<file path="config.mk">
export PLATFORM = sky130hd
export DESIGN_NAME = render_scheduler
export DESIGN_NICKNAME = d
export VERILOG_FILES = /design/src/rtl/render_scheduler_pkg.sv /design/src/rtl/render_scheduler_pixel_scan_counter.sv /design/src/rtl/render_scheduler.sv
export SDC_FILE = /design/constraint.sdc
export NUM_CORES = 1
export LEC_CHECK = 0
export CAP_MARGIN = 20
export CORE_ASPECT_RATIO = 1.25
export CORE_MARGIN = 4
export CORE_UTILIZATION = 44
export DETAILED_ROUTE_END_ITERATION = 6
export PLACE_DENSITY = 0.77
export RECOVER_POWER = 100
export REMOVE_ABC_BUFFERS = 1
export SLEW_MARGIN = 20
export SYNTH_ARGS = -nofsm -noshare
export SYNTH_HDL_FRONTEND = slang
export SYNTH_SLANG_ARGS = --single-unit
</file>
<file path="constraint.sdc">
create_clock -name clk -period 2 [get_ports clk]
set_input_delay 0.4 -clock clk [delete_from_list [all_inputs] [get_ports clk]]
set_output_delay 0.4 -clock clk [all_outputs]
set_load 0.02 [all_outputs]
</file>
<file path="src/rtl/render_scheduler_pkg.sv">
// Shared types and constants for the render scheduler: FSM state encoding,
// layer indices used on the sprite-code memory port, and the layer code
// values loaded when a pixel starts.
package render_pkg;

    typedef enum logic [2:0] {
        IDLE  = 3'd0,
        FETCH = 3'd1,
        WAIT  = 3'd2,
        OUT   = 3'd3,
        DONE  = 3'd4
    } state_t;

    localparam logic [2:0] LAYER_JOGADOR = 3'd0;
    localparam logic [2:0] LAYER_OP1     = 3'd1;
    localparam logic [2:0] LAYER_OP2     = 3'd2;
    localparam logic [2:0] LAYER_OP3     = 3'd3;
    localparam logic [2:0] LAYER_FUNDO   = 3'd4;

    localparam logic [2:0] TRANSP      = 3'b111;
    localparam logic [2:0] FUNDO_RESET = 3'b000;

endpackage

</file>
<file path="src/rtl/render_scheduler_pixel_scan_counter.sv">
// Raster x/y counter for the active frame. clear returns to (0,0);
// advance steps x and wraps to the next line at the end of each line.
// last_pixel flags the bottom-right pixel of the frame.
module pixel_scan_counter #(
    parameter int H_ACTIVE = 640,
    parameter int V_ACTIVE = 480
) (
    input  logic       clk,
    input  logic       reset_n,
    input  logic       clear,
    input  logic       advance,
    output logic [9:0] x,
    output logic [8:0] y,
    output logic       last_pixel
);

    logic x_last;
    logic y_last;

    assign x_last     = (x == 10'(H_ACTIVE - 1));
    assign y_last     = (y == 9'(V_ACTIVE - 1));
    assign last_pixel = x_last && y_last;

    // Raster position: restart on clear, otherwise step on advance with line wrap
    always_ff @(posedge clk or negedge reset_n) begin
        if (!reset_n) begin
            x <= '0;
            y <= '0;
        end else if (clear) begin
            x <= '0;
            y <= '0;
        end else if (advance) begin
            if (x_last) begin
                x <= '0;
                y <= y_last ? 9'd0 : y + 9'd1;
            end else begin
                x <= x + 10'd1;
            end
        end
    end

endmodule

</file>
<file path="src/rtl/render_scheduler.sv">
// Frame-fill controller for the pixel renderer. Walks the active frame in
// raster order, fetches the five layer codes of each pixel from the shared
// sprite-code memory and hands the finished pixel to the framebuffer writer.
// Build option RENDER_EARLY_EXIT_EN: when defined, fetching stops at the
// first opaque sprite layer; when undefined, all five layers are always
// fetched and the registers hold the raw memory codes.
module render_scheduler #(
    parameter int         H_ACTIVE = 640,
    parameter int         V_ACTIVE = 480,
    parameter logic [2:0] TRANSP   = 3'b111
) (
    input  logic       clk,
    input  logic       reset_n,
    input  logic       start,
    output logic       busy,
    output logic       frame_done,
    output logic       mem_rd_en,
    output logic [2:0] mem_layer,
    output logic [9:0] mem_x,
    output logic [8:0] mem_y,
    input  logic       mem_gnt,
    input  logic [2:0] mem_rdata,
    output logic [9:0] x,
    output logic [8:0] y,
    output logic [2:0] jogador,
    output logic [2:0] oponente1,
    output logic [2:0] oponente2,
    output logic [2:0] oponente3,
    output logic [2:0] fundo,
    output logic       pix_valid,
    input  logic       pix_ready
);

    import render_pkg::*;

    state_t     state;
    logic [2:0] layer;
    logic       scan_clear;
    logic       scan_advance;
    logic       last_pixel;
    logic       early_exit;

    // Raster restarts when a frame is accepted and steps on every handshake
    // except the last one, so x/y stay on the final pixel through DONE.
    assign scan_clear   = (state == IDLE) && start;
    assign scan_advance = (state == OUT) && pix_ready && !last_pixel;

    assign mem_layer = layer;
    assign mem_x     = x;
    assign mem_y     = y;

`ifdef RENDER_EARLY_EXIT_EN
    // An opaque sprite hides everything beneath it, so stop fetching there.
    assign early_exit = (mem_rdata != TRANSP);
`else
    assign early_exit = 1'b0;
`endif

    pixel_scan_counter #(
        .H_ACTIVE (H_ACTIVE),
        .V_ACTIVE (V_ACTIVE)
    ) u_scan (
        .clk        (clk),
        .reset_n    (reset_n),
        .clear      (scan_clear),
        .advance    (scan_advance),
        .x          (x),
        .y          (y),
        .last_pixel (last_pixel)
    );

    // Frame sequencing FSM with registered control outputs and layer code registers
    always_ff @(posedge clk or negedge reset_n) begin
        if (!reset_n) begin
            state      <= IDLE;
            layer      <= LAYER_JOGADOR;
            jogador    <= TRANSP;
            oponente1  <= TRANSP;
            oponente2  <= TRANSP;
            oponente3  <= TRANSP;
            fundo      <= FUNDO_RESET;
            busy       <= 1'b0;
            frame_done <= 1'b0;
            mem_rd_en  <= 1'b0;
            pix_valid  <= 1'b0;
        end else begin
            case (state)
                IDLE: begin
                    frame_done <= 1'b0;
                    if (start) begin
                        state     <= FETCH;
                        layer     <= LAYER_JOGADOR;
                        jogador   <= TRANSP;
                        oponente1 <= TRANSP;
                        oponente2 <= TRANSP;
                        oponente3 <= TRANSP;
                        fundo     <= FUNDO_RESET;
                        busy      <= 1'b1;
                        mem_rd_en <= 1'b1;
                    end
                end
                FETCH: begin
                    // Request holds unchanged until the arbiter grants it
                    if (mem_gnt) begin
                        mem_rd_en <= 1'b0;
                        state     <= WAIT;
                    end
                end
                WAIT: begin
                    case (layer)
                        LAYER_JOGADOR: jogador   <= mem_rdata;
                        LAYER_OP1:     oponente1 <= mem_rdata;
                        LAYER_OP2:     oponente2 <= mem_rdata;
                        LAYER_OP3:     oponente3 <= mem_rdata;
                        default:       fundo     <= mem_rdata;
                    endcase
                    if ((layer == LAYER_FUNDO) || early_exit) begin
                        state     <= OUT;
                        pix_valid <= 1'b1;
                    end else begin
                        layer     <= layer + 3'd1;
                        state     <= FETCH;
                        mem_rd_en <= 1'b1;
                    end
                end
                OUT: begin
                    if (pix_ready) begin
                        pix_valid <= 1'b0;
                        if (last_pixel) begin
                            state      <= DONE;
                            busy       <= 1'b0;
                            frame_done <= 1'b1;
                        end else begin
                            state     <= FETCH;
                            layer     <= LAYER_JOGADOR;
                            jogador   <= TRANSP;
                            oponente1 <= TRANSP;
                            oponente2 <= TRANSP;
                            oponente3 <= TRANSP;
                            fundo     <= FUNDO_RESET;
                            mem_rd_en <= 1'b1;
                        end
                    end
                end
                DONE: begin
                    // start is deliberately not looked at here
                    frame_done <= 1'b0;
                    state      <= IDLE;
                end
                default: begin
                    state <= IDLE;
                end
            endcase
        end
    end

endmodule

</file>
==> results of run 1 <==
==> cell families after synthesis <==
kind of cell             after synthesis  synth area share, %
AO/OA/AOI/OAI                         55                 16.8
XOR/XNOR                               3                 1.06
adder cells (fa/ha/maj)                7                 3.54
buffers and inverters                 35                 9.71
flip-flops                            44                 45.1
multiplexers                           5                 2.02
AND/OR/NAND/NOR                       99                 21.7
==> flip-flops by register name, indices dropped and copies added, names as in the netlist <==
signal,cells
jogador,3
u_scan.y,9
oponente1,3
oponente2,3
frame_done,1
u_scan.x,10
mem_rd_en,1
state,3
fundo,3
mem_layer,3
busy,1
pix_valid,1
oponente3,3
==> final timing paths <==
path	start	endpoint	slack [ns]	cells past startpoint
setup / recovery	mem_layer[1]	fundo[0]	0.07	7
max in group asynchronous	reset_n	u_scan.x[1]	0.60	2
hold / removal	reset_n	u_scan.x[4]	0.20	1
hold reg to reg	oponente1[0]	oponente1[0]	0.51	1
min in group clk	oponente1[0]	oponente1[0]	0.51	1
setup reg to reg	mem_layer[1]	fundo[0]	0.07	7
==> per-layer routing <==
layer / wire length [microns] / vias up
met3: 369 / 15
met5: 0 / -
met1: 2660 / 1094
li1: - / 1055
met4: 173 / 0
met2: 3160 / 92
==> final cells by class <==
class                           count  area, sq um
Timing Repair Buffer              109          972
Clock buffer                        5         68.8
Clock inverter                      3         21.3
Multi-Input combinational cell    169         1140
Tap cell                           64         80.1
Inverter                            8         35.0
Fill cell                         453         2010
Sequential cell                    44         1120
==> through the flow <==
stage	area, sq um	utilization (%)	total power [W]
6_report	3430	63.1	0.00337
5_1_grt	3430	63.1	0.00359
3_5_place_dp	3320	60.9	0.00276
3_3_place_gp	3320	60.9	0.00272
4_1_cts	3410	62.7	0.00335
2_1_floorplan	2270	-	0.00204
==> power by group through the flow <==
stage	clock, W	combinational (W)	sequential (W)
after floorplan	0	0.000666	0.00137
after global placement	0	0.00150	0.00122
after detailed placement	0	0.00154	0.00122
after CTS	0.000585	0.00156	0.00120
after global routing	0.000632	0.00172	0.00124
final	0.000576	0.00159	0.00121
==> cell usage in the layout, fill, tap and decap left out, drive strengths merged, types with 5 or more instances in the layout <==
master,instances
clkdlybuf4s50,66
buf,40
dfrtp,32
nor2,25
nand2,20
nand3,14
dfstp,12
nor3,11
a2bb2oi,10
inv,10
o31ai,9
clkbuf,8
o21ai,8
ha,7
mux2i,5
o211ai,5
==> critical path: stages (launching register included) <==
cell	delay, ns
dfrtp_1	0.41
inv_2	0.07
ha_1	0.19
or3_1	0.41
a21oi_2	0.18
nor2_1	0.10
or3_4	0.35
o21ai_1	0.15
==> repair_timing <==
item | in CTS | in global routing
pin swaps | 0 | 1
gates resized for setup | 0 | 10
setup buffers | 1 | 1
endpoints found under the setup margin | 2 | 14
==> out/metrics.yaml, run 1 <==
hold_class: "in -> async"
cts-root-buf: "clkbuf_8"
power.leakage_nw: 1.47
drc: 0
grt_use_total_pct: 19.9
worst_slack_ns: 0.0745
num_rows: 30
critical_path_class: "reg -> reg"
overflow: 0
vias: 2256
clock.fmax_ghz: 0.519
area_growth_pct: 38.7
dieArea_sq_um: 6900
ys.flop_type: "dfrtp_1"
cp-end-kind: "flip-flop"
sequentialPowerShare_pct: 35.8
ys_top_cells_by_area: "dfrtp_1 32%, dfstp_2 13%, buf_4 5.8%"
layout.nets: 352
synth_cell_types: 53
wl_mm: 6.35
die_w_microns: 75.1
synthCells: 248
pre_cts_slack_ns: -0.180
startpoint_type: "flip-flop"
netSwitchingFraction_pct: 37.5
busiest_layer: "met2"
drive_above_1_share_pct: 23.7
yosys_warnings: 0
status: "finished, final reports clean"
clockPowerShare_pct: 17.1
hold_viol: 0
required_ns: 2.22
dp_hpwl_mm: 4.80
port_buffers: 67
synthArstFlopShare_pct: 100
powerDensity_nw_per_um2: 982
clk_path_buf_depth: 2
clock_latency_ns: 0.30
max_cap_viol_count: 0
cts_hold_buf: 0
place.gp.congestion: 0.850
avgSynthCellArea_sq_um: 9.98
clock_sinks: 44
rsz0062_at_grt: "yes"
fin_worst_skew_ns: 0.00708
start_util_pct: 45.5
grt_max_degree: 18
grt_util_met3_pct: 4.50
io_pins: 68
p_int_w: 0.00211
avgRoutedWirePerCell_microns: 15.8
synth_edf_count: 0
drtAntennaViolNets: 0
synth_most_common_cell: "dfrtp_1"
grtUsageMet1_pct: 25.9
final_cells: 402
synthTopCellsByCount: "32 x dfrtp_1, 23 x nor2_1, 20 x nand2_1, 19 x buf_4, 13 x nand3_1"
post-place-cells: 392
cp_max_fo: 4
grt_pass1_vias: 2276
syn_area_sq_um: 2470
relSlewSlack_pct: 40.2
p_comb_share_pct: 47.1
fin_hold_ws_ns: 0.196
worstMarginPinSlew_ns: 0.897
ys_ff_latch: 44
setup_viol: 0
first_pass_iters: 4
fin_crit_ns: 1.93
slew_viol_final: 0
antenna_found_initial: 0
p_switching_w: 0.00126
coreArea_sq_um: 5440
max-vdd-ir-drop_uv: 447
antennaDiodeCount: 0
post-route-period-util_pct: 96.3
die_h_microns: 91.9
grt_pass1_wl_mm: 10.7
yosysSeqAreaShare_pct: 45.1
yosysTopAreaCellShare_pct: 32.4
cts_buffers: 5
tritoncts: "yes"
worstPathArrival_ns: 2.15
grt_use_met2_pct: 31.4
setup_tns_ns: 0
yosys.area.top_type: "dfrtp_1"
viasPerCell: 5.61
cts_max_level: 2
drt_iter0_drc: 105
path_clk_slew_ns: 0.09
Power figures use the tool's default switching activity.
==> run 2: changes to the inputs <==
CORE_ASPECT_RATIO = 0.5   (was 1.25)
HOLD_SLACK_MARGIN = 0.06   (was default)
==> run 2 against run 1 <==
Final cell count fell by 0.75%; combinational power down 10%; critical endpoint is now mem_layer[2]; via count fell by 2.8%; sequential power is essentially flat; largest cell class is now registers; register-to-register slack got worse by 0.03 ns; highest routed layer unchanged.
==> out/metrics.yaml, run 2 (same netlist as run 1, synthesis figures left out) <==
status: "finished, final reports clean"
dieArea_sq_um: 6960  # +0.95%
antenna_found_initial: 0  # unchanged
pre_cts_slack_ns: -0.164  # +0.0164 ns
reg_top3: "u_scan.x (10), u_scan.y (9)"
cts_setup_buffers: 0  # -1
first_pass_iters: 4  # unchanged
post-place-cells: 391  # -0.26%
cp-end-kind: "flip-flop"
final_cells: 399  # -0.75%
finalPower_w: 0.00355  # +5.2%
io_pins: 68  # unchanged
cp_max_fo: 4  # unchanged
power.leakage_nw: 1.56  # +6.1%
max_cap_viol_count: 0  # unchanged
clock_sinks: 44  # unchanged
fin_worst_skew_ns: 0.00656  # -0.000519 ns
grt_max_degree: 45  # +27
drt_iter0_drc: 121  # +15%
relSlewSlack_pct: 27.2  # -13 points
timing.rr.end: "mem_layer[2]"
regMostFlops: "u_scan.x"
path_clk_slew_ns: 0.07  # -0.02 ns
final_core_utilization_pct: 65.9  # +2.8 points
grt_pass1_vias: 2199  # -3.4%
num_rows: 18  # -40%
worstMarginPinSlew_ns: 1.09  # +0.195 ns
antennaDiodeCount: 0  # unchanged
fin_crit_ns: 1.95  # +0.0282 ns
cts_max_level: 2  # unchanged
area_growth_pct: 37.9
r2r-start: "u_scan.y[0]"
die_h_microns: 61.0  # -34%
multi_input_area_sq_um: 1110  # -2.2%
post-route-period-util_pct: 97.7  # +1.4 points
cts_buffers: 5  # unchanged
start_util_pct: 47.8  # +2.3 points
fin_hold_ws_ns: 0.391  # +0.195 ns
rsz0062_at_grt: "yes"
slew_viol_final: 0  # unchanged
layout_common_cells: "59 x dlygate4sd3_1, 31 x dfrtp_1, 25 x buf_4"
slowest_delay_ns: 0.58  # +0.17 ns
drtAntennaViolNets: 0  # unchanged
largest_reg_flops: 10  # unchanged
hold_viol: 0  # unchanged
worst_slack_ns: 0.0462  # -0.0282 ns
hold_class: "in -> async"
drc: 0  # unchanged
overflow: 0  # unchanged
cts-root-buf: "clkbuf_16"
coreArea_sq_um: 5180  # -4.8%
startpoint_type: "flip-flop"
place.gp.congestion: 0.845  # -0.56%
layout.nets: 343  # -2.6%
worstPathArrival_ns: 2.13  # -0.02 ns
viasPerCell: 5.49  # -2.1%
layout_commonest_cell: "dlygate4sd3_1"
worstPathCellList: "ha_1 -> nand4_1 -> nor3_1 -> and3_1 -> or4_1 -> o22a_1"
port_buffers: 67  # unchanged
required_ns: 2.18  # -0.04 ns
critical_path_class: "reg -> reg"
clk_path_buf_depth: 2  # unchanged
fillers: 413  # -8.8%
dp_hpwl_mm: 4.75  # -1.1%
grt_use_total_pct: 19.8  # -0.10 points
max-vdd-ir-drop_uv: 540  # +21%
seqCellArea_sq_um: 1120  # +0.11%
avgRoutedWirePerCell_microns: 16.4  # +3.9%
crit_slowest_cell: "or4_1"
rrSetupSlack_ns: 0.05  # -0.03 ns
grt_pass1_wl_mm: 10.9  # +1.9%
vias: 2192  # -2.8%
drive_above_1_share_pct: 20.1  # -3.6 points
tritoncts: "yes"
r2r_cells: 6  # -1
die_w_microns: 114  # +52%
powerDensity_nw_per_um2: 1040  # +5.9%
wl_mm: 6.55  # +3.1%
setup_viol: 0  # unchanged
clock_latency_ns: 0.29  # about the same
clock.fmax_ghz: 0.512  # -1.4%
[run 2: cell types whose count changed in the layout (fill, tap and decap cells not counted), moves of 5 or more]
| cell | before | now |
|---|---|---|
| clkbuf_8 | 5 | 0 |
| buf_4 | 40 | 25 |
| clkbuf_16 | 0 | 6 |
| dlygate4sd3_1 | 0 | 59 |
| clkdlybuf4s50_1 | 66 | 7 |
[run 2: how the worst max path moves through the flow]
stage | start | to | cells after the start | slack [ns]
after global placement | pix_ready | u_scan.y[3] | 6 | -0.09
after floorplan | u_scan.x[0] | mem_layer[0] | 6 | -0.54
final | u_scan.y[0] | mem_layer[2] | 6 | 0.05
after CTS | u_scan.y[0] | jogador[2] | 8 | 0.07
after global routing | mem_layer[0] | fundo[1] | 7 | -0.004
after detailed placement | pix_ready | u_scan.y[3] | 6 | -0.16
[run 2: area by class of cell]
| class | instances | area share, % |
|---|---|---|
| Multi-Input combinational cell | 169 | 32.7 |
| Sequential cell | 44 | 32.7 |
| Clock inverter | 2 | 0.440 |
| Tap cell | 70 | 2.57 |
| Timing Repair Buffer | 100 | 26.2 |
| Clock buffer | 6 | 4.40 |
| Inverter | 8 | 1.03 |
[run 2: routing by layer]
layer / GRT usage (%) / part of all wire (%) / wire length, microns
met2: 35.0 / 52 / 3390
met4: 6.77 / 0.81 / 53
met5: 0 / 0 / 0
met3: 4.12 / 4.2 / 274
met1: 24.8 / 43 / 2830
[run 2: per-stage QoR]
| stage | setup TNS, ns | cell area (sq um) |
|---|---|---|
| global placement | -0.730 | 3270 |
| detailed placement | -2.08 | 3270 |
| global route | -0.00841 | 3410 |
| floorplan | -12.10 | 2270 |
| finish | 0 | 3410 |
| CTS | 0 | 3440 |
[run 2: what timing repair did]
| item | 4_1_cts | 5_1_grt |
|---|---|---|
| hold buffers | 0 | 0 |
| resized for setup | 0 | 6 |
| setup endpoints to repair | 0 | 11 |
[run 2: power by group]
part	internal (W)	total, W	switching (W)
registers	0.00105	0.00121	0.000151
logic	0.000661	0.00143	0.000774
clock network	0.000544	0.000909	0.000365
total	0.00226	0.00355	0.00129
[run 2: critical path, delay by kind of cell, from the launching register on]
kind	cells	cell delay [ns]
flops	1	0.38
simple gates	4	1.02
compound gates	1	0.20
fa+ha+maj	1	0.24
==> run 3: changes to the inputs <==
ABC_AREA = 1   (was default)
CORE_UTILIZATION = 45   (was 44)
==> run 3 against run 2 <==
Core utilization down 4.5 points; global-route usage down 1.9 points; critical path depth down 5; fmax up 2.9%; cell area up 3.0%; sequential cell count unchanged; clock power down 7.9%; via count up 13%; sequential power up 15%; critical path type is now reg -> out; largest cell class is now multi-input combinational cells.
==> out/metrics.yaml, run 3 <==
grt_pass1_vias: 2399  # +9.1%
fillers: 511  # +24%
layout.nets: 428  # +25%
maxUsedRoutingLayer: "met4"
finalPower_w: 0.00410  # +15%
r2r-start: "u_scan.x[1]"
cp-end-kind: "primary output"
first_pass_iters: 4  # unchanged
synth_edf_count: 0  # unchanged
r2r_cells: 9  # +3
yosys.area.top_type: "dfrtp_1"
synthCells: 359  # +45%
final_core_utilization_pct: 61.4  # -4.5 points
timing.rr.end: "u_scan.x[1]"
reg_top3: "u_scan.x (10), u_scan.y (9)"
cts-root-buf: "clkbuf_16"
hold_class: "in -> async"
coreArea_sq_um: 5730  # +11%
die_h_microns: 63.7  # +4.4%
crit_family: "buffers and inverters"
crit_slowest_cell: "dlygate4sd3_1"
wl_met1_mm: 2.83  # about the same
cts_buffers: 5  # unchanged
overflow: 0  # unchanged
largest_reg_flops: 10  # unchanged
powerDensity_nw_per_um2: 1170  # +12%
dieArea_sq_um: 7600  # +9.2%
setup_viol: 0  # unchanged
synthArstFlopShare_pct: 100  # unchanged
place.gp.congestion: 0.836  # -1.1%
wl_met3_microns: 247  # -9.9%
status: "finished, final reports clean"
cp.depth: 1  # -5
hold_viol: 0  # unchanged
syn_area_sq_um: 2790  # +13%
worstPathCellList: "dlygate4sd3_1"
viasPerCell: 4.98  # -9.3%
cts_max_level: 2  # unchanged
power.leakage_nw: 1.89  # +21%
layout_commonest_cell: "nand2_1"
die_w_microns: 119  # +4.7%
yosys_warnings: 0  # unchanged
setup_tns_ns: 0  # unchanged
dp_hpwl_mm: 4.89  # +3.1%
tritoncts: "yes"
regMostFlops: "u_scan.x"
vias: 2481  # +13%
ys_ff_latch: 44  # unchanged
antenna_found_initial: 0  # unchanged
synth_most_common_cell: "nand2_1"
required_ns: 1.60  # -0.58 ns
cts_hold_buf: 0  # unchanged
worst-path-buf-inv: 1  # +1
rsz0062_at_grt: "no"
clock_latency_ns: 0.28  # about the same
crit_path_start: "oponente2[1]"
yosysSeqAreaShare_pct: 40.0  # -5.1 points
ys_top_cells_by_area: "dfrtp_1 29%, nand2_1 17%, dfstp_2 11%"
synth_cell_types: 30  # -43%
max_cap_viol_count: 0  # unchanged
rrSetupSlack_ns: 0.20  # +0.15 ns
worstPathArrival_ns: 1.50  # -0.63 ns
synthTopCellsByCount: "126 x nand2_1, 32 x dfrtp_1, 31 x inv_1, 26 x nand4_1, 26 x nor2_1"
antennaDiodeCount: 0  # unchanged
fin_worst_skew_ns: 0.00507  # -0.00149 ns
avgSynthCellArea_sq_um: 7.78  # -22%
multi_input_area_sq_um: 1320  # +18%
drt_iter0_drc: 216  # +79%
grt_pass1_wl_mm: 11.4  # +4.4%
fin_crit_ns: 1.90  # -0.0558 ns
area_growth_pct: 26.0
slew_viol_final: 0  # unchanged
max-vdd-ir-drop_uv: 826  # +53%
fin_area_sq_um: 3520  # +3.0%
wl_mm: 6.42  # -2.1%
slowest_delay_ns: 0.67  # +0.09 ns
critical_path_class: "reg -> out"
avgRoutedWirePerCell_microns: 12.9  # -22%
yosysTopAreaCellShare_pct: 28.7  # -3.7 points
clock.fmax_ghz: 0.527  # +2.9%
drc: 0  # unchanged
cp_max_fo: 2  # -2
worstMarginPinSlew_ns: 1.09  # -0.000742 ns
seqCellArea_sq_um: 1120  # -0.11%
cp-endpoint: "oponente2[1]"
path_clk_slew_ns: 0.06  # about the same
drtAntennaViolNets: 0  # unchanged
relSlewSlack_pct: 27.3  # +0.049 points
ys.flop_type: "dfrtp_1"
grt_max_degree: 27  # -40%
num_rows: 19  # +1
drive_above_1_share_pct: 11.8  # -8.2 points
grt_use_total_pct: 17.8  # -1.9 points
cts_resized: 0  # unchanged
dpl_cell_area_sq_um: 3410  # +4.2%
post-route-period-util_pct: 94.9  # -2.8 points
cts_setup_buffers: 0  # unchanged
clock_sinks: 44  # unchanged
startpoint_type: "flip-flop"
port_buffers: 67  # unchanged
layout_common_cells: "127 x nand2_1, 58 x dlygate4sd3_1, 32 x inv_1, 32 x dfrtp_1, 27 x nor2_1"
start_util_pct: 48.7  # +0.94 points
io_pins: 68  # unchanged
met2_length_mm: 3.31  # -2.2%
clk_path_buf_depth: 2  # unchanged
==> run 3: how the worst min path moves through the flow <==
stage          startpoint        end  slack (ns)  depth (start not counted)
2_1_floorplan     reset_n       busy        0.10                          0
3_3_place_gp      reset_n  mem_rd_en        0.38                          1
3_5_place_dp      reset_n  mem_rd_en        0.38                          1
4_1_cts           reset_n  mem_rd_en        0.08                          1
5_1_grt           reset_n  mem_rd_en        0.42                          1
6_report          reset_n  mem_rd_en        0.30                          1
==> run 3: logic make-up after synthesis <==
kind of cell / Yosys count / synth area share [%]
AND/OR/NAND/NOR: 231 / 40.2
buffers and inverters: 61 / 11.8
XOR/XNOR: 7 / 2.20
adder cells (fa/ha/maj): 7 / 3.14
AO/OA/AOI/OAI: 9 / 2.69
flip-flops: 44 / 40.0
==> run 3: worst register-to-register path: cells and delay by family, from the launching register on <==
| family | cells | cell delay [ns] |
|---|---|---|
| flip-flops | 1 | 0.42 |
| adder cells (fa/ha/maj) | 1 | 0.22 |
| buffers and inverters | 1 | 0.15 |
| AND/OR/NAND/NOR | 6 | 0.78 |
| AO/OA/AOI/OAI | 1 | 0.17 |
==> run 3: area by class of cell <==
class	instances	share of cell area, %
multi-input cells	254	37.4
clock inverters	1	0.178
inverters	36	3.84
clock buffers	7	4.06
flip-flops and latches	44	31.7
well taps	84	2.99
repair buffers	72	19.8
==> run 3: layer usage <==
layer | GRT usage (%) | up-vias
met2 | 31.9 | 59
met1 | 22.6 | 1188
met5 | 0 | -
li1 | - | 1232
met3 | 4.02 | 2
met4 | 2.57 | 0
==> run 3: report_power, final <==
part	total [W]	internal, W	switching, W
Clock	0.000837	0.000499	0.000338
Combinational	0.00187	0.000712	0.00116
Sequential	0.00139	0.00121	0.000181
Total	0.00410	0.00242	0.00168
==> run 3: stage by stage <==
stage / setup WS [ns] / cells / hold WS [ns]
floorplan: 0.144 / 334 / 0.104
finish: 0.102 / 498 / 0.299
global route: 0.0161 / 498 / 0.416
global placement: 0.117 / 490 / 0.376
CTS: 0.0795 / 498 / 0.0801
detailed placement: 0.0634 / 490 / 0.379
